`config.mk`:
```
export PLATFORM = sky130hd
export DESIGN_NAME = carregador_tempo
export DESIGN_NICKNAME = d
export VERILOG_FILES = /design/src/rtl/carregador_tempo_pkg.sv /design/src/rtl/carregador_tempo_registrador_digitos.sv /design/src/rtl/carregador_tempo.sv
export SDC_FILE = /design/constraint.sdc
export NUM_CORES = 1
export LEC_CHECK = 0
export CAP_MARGIN = 40
export CORE_UTILIZATION = 42
export DETAILED_ROUTE_END_ITERATION = 6
export PLACE_DENSITY_LB_ADDON = 0.2
export REMOVE_ABC_BUFFERS = 1
export SLEW_MARGIN = 20
export SYNTH_ARGS = -nofsm -noshare
export SYNTH_HDL_FRONTEND = slang
export SYNTH_SLANG_ARGS = --single-unit
```
`constraint.sdc`:
```
create_clock -name clk -period 1.6 [get_ports clk]
set_clock_uncertainty 0.2 [all_clocks]
set_input_delay 0.24 -clock clk [delete_from_list [all_inputs] [get_ports clk]]
set_output_delay 0.24 -clock clk [all_outputs]
set_load 0.03 [all_outputs]
```
`src/rtl/carregador_tempo_pkg.sv`:
```
// carregador_tempo_pkg: shared constants, key codes and FSM state encoding
// for the keypad-side time loader.
package carregador_tempo_pkg;
   localparam int BCD_W      = 4;
   localparam int MAX_DIGITS = 3;
   localparam int MAX_TENS   = 5;
   localparam logic [3:0] KEY_CLEAR = 4'hA;
   localparam logic [3:0] KEY_START = 4'hB;
   typedef enum logic [2:0] {VAZIO, ENTRADA, CARGA, INICIO, ESPERA} state_t;
   function automatic logic is_digit(input logic [3:0] k);
      return k <= 4'd9;
   endfunction
endpackage

```
`src/rtl/carregador_tempo_registrador_digitos.sv`:
```
// registrador_digitos: 3-digit BCD shift register (MINS:TENS:ONES) with
// clear priority over shift, plus a count of digits entered.
module registrador_digitos
   import carregador_tempo_pkg::*;
(
   input  logic             clk,
   input  logic             clrn,
   input  logic             i_shift,
   input  logic             i_clear,
   input  logic [BCD_W-1:0] i_digit,
   output logic [BCD_W-1:0] o_mins,
   output logic [BCD_W-1:0] o_tens,
   output logic [BCD_W-1:0] o_ones,
   output logic [1:0]       o_n_digits
);
   logic [BCD_W-1:0] r_mins, r_tens, r_ones;
   logic [1:0]       r_n;
   always_ff @(posedge clk) begin
      if (!clrn || i_clear) begin
         r_mins <= '0;
         r_tens <= '0;
         r_ones <= '0;
         r_n    <= '0;
      end else if (i_shift) begin
         r_mins <= r_tens;
         r_tens <= r_ones;
         r_ones <= i_digit;
         r_n    <= r_n + 2'd1;
      end
   end
   assign o_mins     = r_mins;
   assign o_tens     = r_tens;
   assign o_ones     = r_ones;
   assign o_n_digits = r_n;
endmodule

```
`src/rtl/carregador_tempo.sv`:
```
// carregador_tempo: collects keypad digits into M:SS, drives the counter's
// parallel load and start strobe, and tracks the countdown until zero/cancel.
module carregador_tempo
   import carregador_tempo_pkg::*;
(
   input  logic       clk,
   input  logic       clrn,
   input  logic       key_valid,
   input  logic [3:0] key_code,
   input  logic       zero,
   output logic [3:0] data_mins,
   output logic [3:0] data_tens,
   output logic [3:0] data_ones,
   output logic       loadn,
   output logic       start,
   output logic       cancel,
   output logic       key_err,
   output logic [1:0] n_digits
);
   state_t r_state;
   logic   r_loadn, r_start, r_cancel, r_key_err;
   logic   w_entry, w_is_clear, w_is_start, w_is_digit, w_shift, w_go;
   logic   w_esp_zero, w_esp_cancel, w_clear, w_err;
   assign w_entry      = (r_state == VAZIO) || (r_state == ENTRADA);
   assign w_is_clear   = key_valid && (key_code == KEY_CLEAR);
   assign w_is_start   = key_valid && (key_code == KEY_START);
   assign w_is_digit   = key_valid && is_digit(key_code);
   // a new digit is refused once the buffer is full or when shifting would
   // push an illegal value (>5) into the tens-of-seconds position
   assign w_shift      = w_entry && w_is_digit && (n_digits != 2'(MAX_DIGITS))
                         && (data_ones <= 4'(MAX_TENS));
   assign w_go         = (r_state == ENTRADA) && w_is_start && (|{data_mins, data_tens, data_ones});
   assign w_esp_zero   = (r_state == ESPERA) && zero;
   assign w_esp_cancel = (r_state == ESPERA) && !zero && w_is_clear;
   assign w_clear      = (w_entry && w_is_clear) || w_esp_zero || w_esp_cancel;
   assign w_err        = key_valid && !w_esp_zero &&
                         ((w_entry && !w_shift && !w_is_clear && !w_go) ||
                          ((r_state == ESPERA) && !w_is_clear));
   registrador_digitos u_digitos (
      .clk        (clk),
      .clrn       (clrn),
      .i_shift    (w_shift),
      .i_clear    (w_clear),
      .i_digit    (key_code),
      .o_mins     (data_mins),
      .o_tens     (data_tens),
      .o_ones     (data_ones),
      .o_n_digits (n_digits)
   );
   always_ff @(posedge clk) begin
      if (!clrn) begin
         r_state   <= VAZIO;
         r_loadn   <= 1'b1;
         r_start   <= 1'b0;
         r_cancel  <= 1'b0;
         r_key_err <= 1'b0;
      end else begin
         r_loadn   <= !w_go;
         r_start   <= (r_state == CARGA);
         r_cancel  <= w_esp_cancel;
         r_key_err <= w_err;
         case (r_state)
            VAZIO, ENTRADA: r_state <= w_go ? CARGA : w_is_clear ? VAZIO : w_shift ? ENTRADA : r_state;
            CARGA:          r_state <= INICIO;
            INICIO:         r_state <= ESPERA;
            ESPERA:         r_state <= (zero || w_is_clear) ? VAZIO : ESPERA;
            default:        r_state <= VAZIO;
         endcase
      end
   end
   assign loadn   = r_loadn;
   assign start   = r_start;
   assign cancel  = r_cancel;
   assign key_err = r_key_err;
endmodule
```
==> results of run 1 <==
-- logic make-up (layout without fill, tap and decap cells) --
kind of cell,count (synthesis),in the layout,synth area share
AOI/OAI and AO/OA,12,12,0.117
adders and majority gates,1,1,0.0128
buffers and inverters,8,53,0.0551
xor gates and xnor gates,3,3,0.0269
muxes,11,11,0.113
and+or+nand+nor,35,35,0.245
DFF,21,21,0.431
-- what timing repair did --
item,4_1_cts,5_1_grt
hold buffers,0,0
pin swaps,3,3
endpoints found under the setup margin,30,26
buffers inserted,0,2
cloned,1,1
resized for setup,44,18
-- worst max-delay path, stage by stage, from the launching register on --
cell and delay [ps]:
dfxtp_1 390, nor4_4 360, a311oi_4 180, nor4b_4 290
o2111a_1 200
-- power by group through the flow --
stage	combinational (mW)	clock [mW]	sequential, mW
4_1_cts	0.249	0.273	0.585
6_report	0.272	0.265	0.591
2_1_floorplan	0.109	0	0.619
5_1_grt	0.292	0.304	0.595
3_5_place_dp	0.240	0	0.594
3_3_place_gp	0.236	0	0.593
-- final timing paths --
| path | slack [ps] | to | start | cells past startpoint |
|---|---|---|---|---|
| min | 160 | key_err$_SDFF_PN0_ | key_valid | 2 |
| min reg2reg | 340 | u_digitos.o_ones[3]$_SDFFE_PP0P_ | u_digitos.o_ones[3]$_SDFFE_PP0P_ | 2 |
| max reg2reg | -70 | key_err$_SDFF_PN0_ | u_digitos.o_tens[0]$_SDFFE_PP0P_ | 4 |
| max | -70 | key_err$_SDFF_PN0_ | u_digitos.o_tens[0]$_SDFFE_PP0P_ | 4 |
-- layout make-up --
class                           count  area [um^2]
Clock buffer                        3         22.5
Clock inverter                      1         5.00
Fill cell                         173          746
Inverter                            3         11.3
Multi-Input combinational cell     62          553
Sequential cell                    21          429
Tap cell                           28         35.0
Timing Repair Buffer               46          389
-- per-layer routing --
metal / global-route usage / vias to the layer above
met3: 0.0364 / 7
li1: - / 412
met4: 0.148 / 0
met2: 0.333 / 18
met1: 0.239 / 401
met5: 0 / -
-- through the flow --
stage,power (mW),utilization
2_1_floorplan,0.728,-
3_3_place_gp,0.829,0.612
3_5_place_dp,0.833,0.612
4_1_cts,1.11,0.646
5_1_grt,1.19,0.660
6_report,1.13,0.660
-- sequential cells by signal (all words and copies together) (netlist names) --
register / flops
r_state: 3
key_err: 1
cancel: 1
loadn: 1
u_digitos.o_n_digits: 2
u_digitos.o_mins: 4
u_digitos.o_tens: 4
u_digitos.o_ones: 4
start: 1
-- cells in the mapped netlist --
cell type and n:
a21oi_1 2, nand2b_1 1, o2111a_1 1, xor2_1 1, buf_6 3, nand2_1 4
nor4b_2 1, a21o_1 1, or2_2 1, nor2_1 15, inv_1 3, nor3b_2 1
a211oi_4 1, mux2i_1 11, and2_1 1, a311oi_1 1, o2bb2ai_1 1, nor4b_1 1
a311oi_2 1, nand3_4 1, a2bb2oi_1 1, a41o_1 1, nand4b_1 1, nor4_2 1
xnor2_1 2, dfxtp_1 21, or2_1 1, nand4_1 2, o21ai_0 1, nand3b_1 1
ha_1 1, nor4_4 2, buf_2 1, clkbuf_1 1, nor3_1 1, o21ai_2 1
==> impl_metrics.env, run 1 <==
export IMPL_swShare=0.301
export IMPL_yosysTopAreaCell="dfxtp_1"
export IMPL_ir_drop_uv=635
export IMPL_clk_pin_slew_ps=120
export IMPL_root_buffer="clkbuf_4"
export IMPL_highest_layer="met4"
export IMPL_grt_pass1_wl_mm=3.65
export IMPL_cts_tree="yes"
export IMPL_seq_area_frac_synth=0.431
export IMPL_powerDensity_nw_per_um2=780
export IMPL_combPwrFrac=0.241
export IMPL_grt_max_degree=13
export IMPL_timing_hold_ws_ps=161
export IMPL_ys_types=36
export IMPL_instances_no_fill=164
export IMPL_dp_cells=156
export IMPL_synth_top_area_frac=0.431
export IMPL_nNetsFinal=146
export IMPL_htreeDepth=1
export IMPL_final_cell_mix="buf_4, nor2_1, dfxtp_1"
export IMPL_post_dp_cell_area_um2=1340
export IMPL_arrival_ps=1740
export IMPL_cts_max_path_buffers=2
export IMPL_n_antenna_cell=0
export IMPL_die_y_um=50.2
export IMPL_clockPowerShare=0.235
export IMPL_dp_final_hpwl_mm=1.57
export IMPL_yosys_warnings=0
export IMPL_crit_required_ps=1670
export IMPL_failed_checks="setup timing"
export IMPL_start_util=0.445
export IMPL_p_leak_nw=0.682
export IMPL_port_buffers=25
export IMPL_dr_pass1_iters=4
export IMPL_drive_gt1_frac=0.426
export IMPL_worst_slew_pin_slew_ps=343
export IMPL_antenna_left=0
export IMPL_setup_ws_ps=-71.4
export IMPL_ios=26
export IMPL_setup_viol=11
export IMPL_routabilityCongestion=0.840
export IMPL_clk_insertion_delay_late_ps=320
export IMPL_drtIter0Drc=13
export IMPL_status="finished with violations"
export IMPL_fp_dieW_um=50.2
export IMPL_end_kind="flop"
export IMPL_seqPwrFrac=0.524
export IMPL_syn_area_um2=976
export IMPL_grt_pass1_vias=782
export IMPL_dr_wl_met2_mm=1.22
export IMPL_route_layer_met1_wl_um=995
export IMPL_grtUsageTotal=0.205
export IMPL_totalWireLength_mm=2.36
export IMPL_areaGrowthSynthToFinish_pct=48.1
export IMPL_core_area_um2=2190
export IMPL_power_switching_uw=340
export IMPL_setup_tns_ps=-155
export IMPL_cp_max_fo=4
export IMPL_antenna_found_initial=0
export IMPL_clock_fmax_ghz=0.598
export IMPL_postLayoutCellArea_um2=1450
export IMPL_die_area_um2=2520
export IMPL_overflow=0
export IMPL_slew_headroom=0.771
export IMPL_synth_top_cells_by_area="dfxtp_1, mux2i_1, nor2_1"
export IMPL_cts_buffers=3
export IMPL_place_ws_ps=-376
export IMPL_dr_wl_met3_um=67
export IMPL_final_common_cell="buf_4"
export IMPL_rsz0062_at_grt="true"
export IMPL_period_needed_ps=1670
export IMPL_vias=838
export IMPL_maxCapViolCount=0
export IMPL_cts_sinks=21
export IMPL_rows=17
export IMPL_fin_crit_sh=1.04
export IMPL_crit_type="flop to flop"
export IMPL_synthCells=91
export IMPL_hp_class="primary input to flop"
export IMPL_viasPerCell=5.11
export IMPL_slew_viol_final=0
export IMPL_ys_seq_elements=21
export IMPL_drc=0
export IMPL_syn_area_per_cell_um2=10.7
export IMPL_start_kind="flop"
export IMPL_hold_viol=0
export IMPL_internal_power_uw=788
export IMPL_wire_per_inst_um=14.4
No activity file was read; power rests on OpenSTA's default activity.
==> run 2: changes to the inputs <==
- CORE_ASPECT_RATIO: not set -> 0.75
==> impl_metrics.env, run 2 (synthesis gave the netlist of run 1 again) <==
export IMPL_drc=0
export IMPL_p_leak_nw=0.663
export IMPL_core_area_um2=2100
export IMPL_post_dp_cell_area_um2=1340
export IMPL_n_antenna_cell=0
export IMPL_crit_required_ps=1650
export IMPL_die_y_um=43.7
export IMPL_cts_sinks=21
export IMPL_setup_ws_ps=-27.1
export IMPL_period_needed_ps=1630
export IMPL_multi_input_area_um2=549
export IMPL_grt_max_degree=13
export IMPL_clk_pin_slew_ps=120
export IMPL_nNetsFinal=143
export IMPL_totalWireLength_mm=2.40
export IMPL_cp_num_buf_inv=0
export IMPL_ios=26
export IMPL_nFillCells=189
export IMPL_failed_checks="setup timing"
export IMPL_fin_crit_sh=1.02
export IMPL_drtIter0Drc=15
export IMPL_arrival_ps=1680
export IMPL_areaGrowthSynthToFinish_pct=42.4
export IMPL_overflow=0
export IMPL_end_kind="flop"
export IMPL_path_delay_family="simple AND/OR/NAND/NOR gates"
export IMPL_cts_tree="yes"
export IMPL_fp_dieW_um=57.7
export IMPL_dp_final_hpwl_mm=1.83
export IMPL_antenna_left=0
export IMPL_port_buffers=25
export IMPL_final_seq_area_um2=434
export IMPL_final_common_cell="buf_4"
export IMPL_cts_max_path_buffers=2
export IMPL_postCtsSetupRepairBufs=0
export IMPL_grt_pass1_wl_mm=3.80
export IMPL_clk_insertion_delay_late_ps=300
export IMPL_die_area_um2=2520
export IMPL_crit_type="flop to flop"
export IMPL_powerDensity_nw_per_um2=793
export IMPL_maxCapViolCount=0
export IMPL_start_kind="flop"
export IMPL_worst_slew_pin_slew_ps=329
export IMPL_place_ws_ps=-405
export IMPL_worst_r2r_setup_slack_ps=-30
export IMPL_grt_pass1_vias=815
export IMPL_start_util=0.464
export IMPL_finalPower_mw=1.10
export IMPL_cp_max_fo=3
export IMPL_vias=830
export IMPL_clock_fmax_ghz=0.615
export IMPL_dr_pass1_iters=4
export IMPL_viasPerCell=5.29
export IMPL_grtUsageTotal=0.202
export IMPL_slew_viol_final=0
export IMPL_cp_slowest_cell="dfxtp_4"
export IMPL_rsz0062_at_grt="true"
export IMPL_root_buffer="clkbuf_4"
export IMPL_rows=14
export IMPL_status="finished with violations"
export IMPL_ir_drop_uv=531
export IMPL_cp_cell_sequence="nor4_4 > a311oi_4 > nor4b_4 > o2111a_1"
export IMPL_htreeDepth=1
export IMPL_drive_gt1_frac=0.391
export IMPL_routabilityCongestion=0.831
export IMPL_setup_viol=1
export IMPL_hp_class="primary input to flop"
export IMPL_hold_viol=0
export IMPL_cts_buffers=3
export IMPL_postLayoutCellArea_um2=1390
export IMPL_final_cell_mix="buf_4, nor2_1, dfxtp_1"
export IMPL_antenna_found_initial=0
export IMPL_critPathMaxStageDelay_ps=380
export IMPL_wire_per_inst_um=15.3
export IMPL_slew_headroom=0.780
==> run 2: power breakdown <==
group	internal, mW	total [mW]	switching [mW]
clock network	0.0932	0.255	0.162
registers	0.551	0.592	0.0416
logic	0.126	0.254	0.128
total	0.770	1.10	0.332
==> run 2: final cells by class <==
class | instances | share of cell area
timing repair buffer | 43 | 0.243
clock buffer | 3 | 0.0162
clock inverter | 1 | 0.00360
tap | 24 | 0.0216
inverter | 3 | 0.00810
multi-input combinational | 62 | 0.395
sequential | 21 | 0.312
==> run 2: through the flow <==
step / hold WS [ps] / instances / setup TNS, ps / utilization
6_report: 161 / 157 / -27.1 / 0.661
5_1_grt: 153 / 157 / -410 / 0.661
4_1_cts: 151 / 157 / -42.4 / 0.663
3_5_place_dp: 297 / 153 / -6650 / 0.639
3_3_place_gp: 290 / 153 / -5510 / 0.639
2_1_floorplan: 154 / 86 / -2090 / -
==> run 2: metal layers <==
metal | GRT usage | share of wire | vias to the layer above | routed length [um]
met1 | 0.263 | 0.46 | 403 | 1100
met3 | 0.0597 | 0.032 | 4 | 76
met4 | 0.0524 | 0.0087 | 0 | 21
met5 | 0 | 0 | - | 0
met2 | 0.335 | 0.50 | 15 | 1200
li1 | - | - | 408 | -
==> run 2: final timing paths <==
path / from / endpoint / cells past startpoint
max: u_digitos.o_ones[1]$_SDFFE_PP0P_ / key_err$_SDFF_PN0_ / 4
min: key_code[3] / u_digitos.o_ones[3]$_SDFFE_PP0P_ / 3
max reg2reg: u_digitos.o_ones[1]$_SDFFE_PP0P_ / key_err$_SDFF_PN0_ / 4
min reg2reg: u_digitos.o_tens[3]$_SDFFE_PP0P_ / u_digitos.o_tens[3]$_SDFFE_PP0P_ / 2
==> run 2: worst register-to-register path: cells and delay by family, from the launching register on <==
kind | cells | cell delay, ps
and+or+nand+nor | 2 | 610
DFF | 1 | 380
AOI/OAI and AO/OA | 2 | 380
==> run 2: timing repair <==
item,4_1_cts,5_1_grt
hold buffers,0,0
setup endpoints to repair,31,26
pin swaps,7,7
resized for setup,38,20
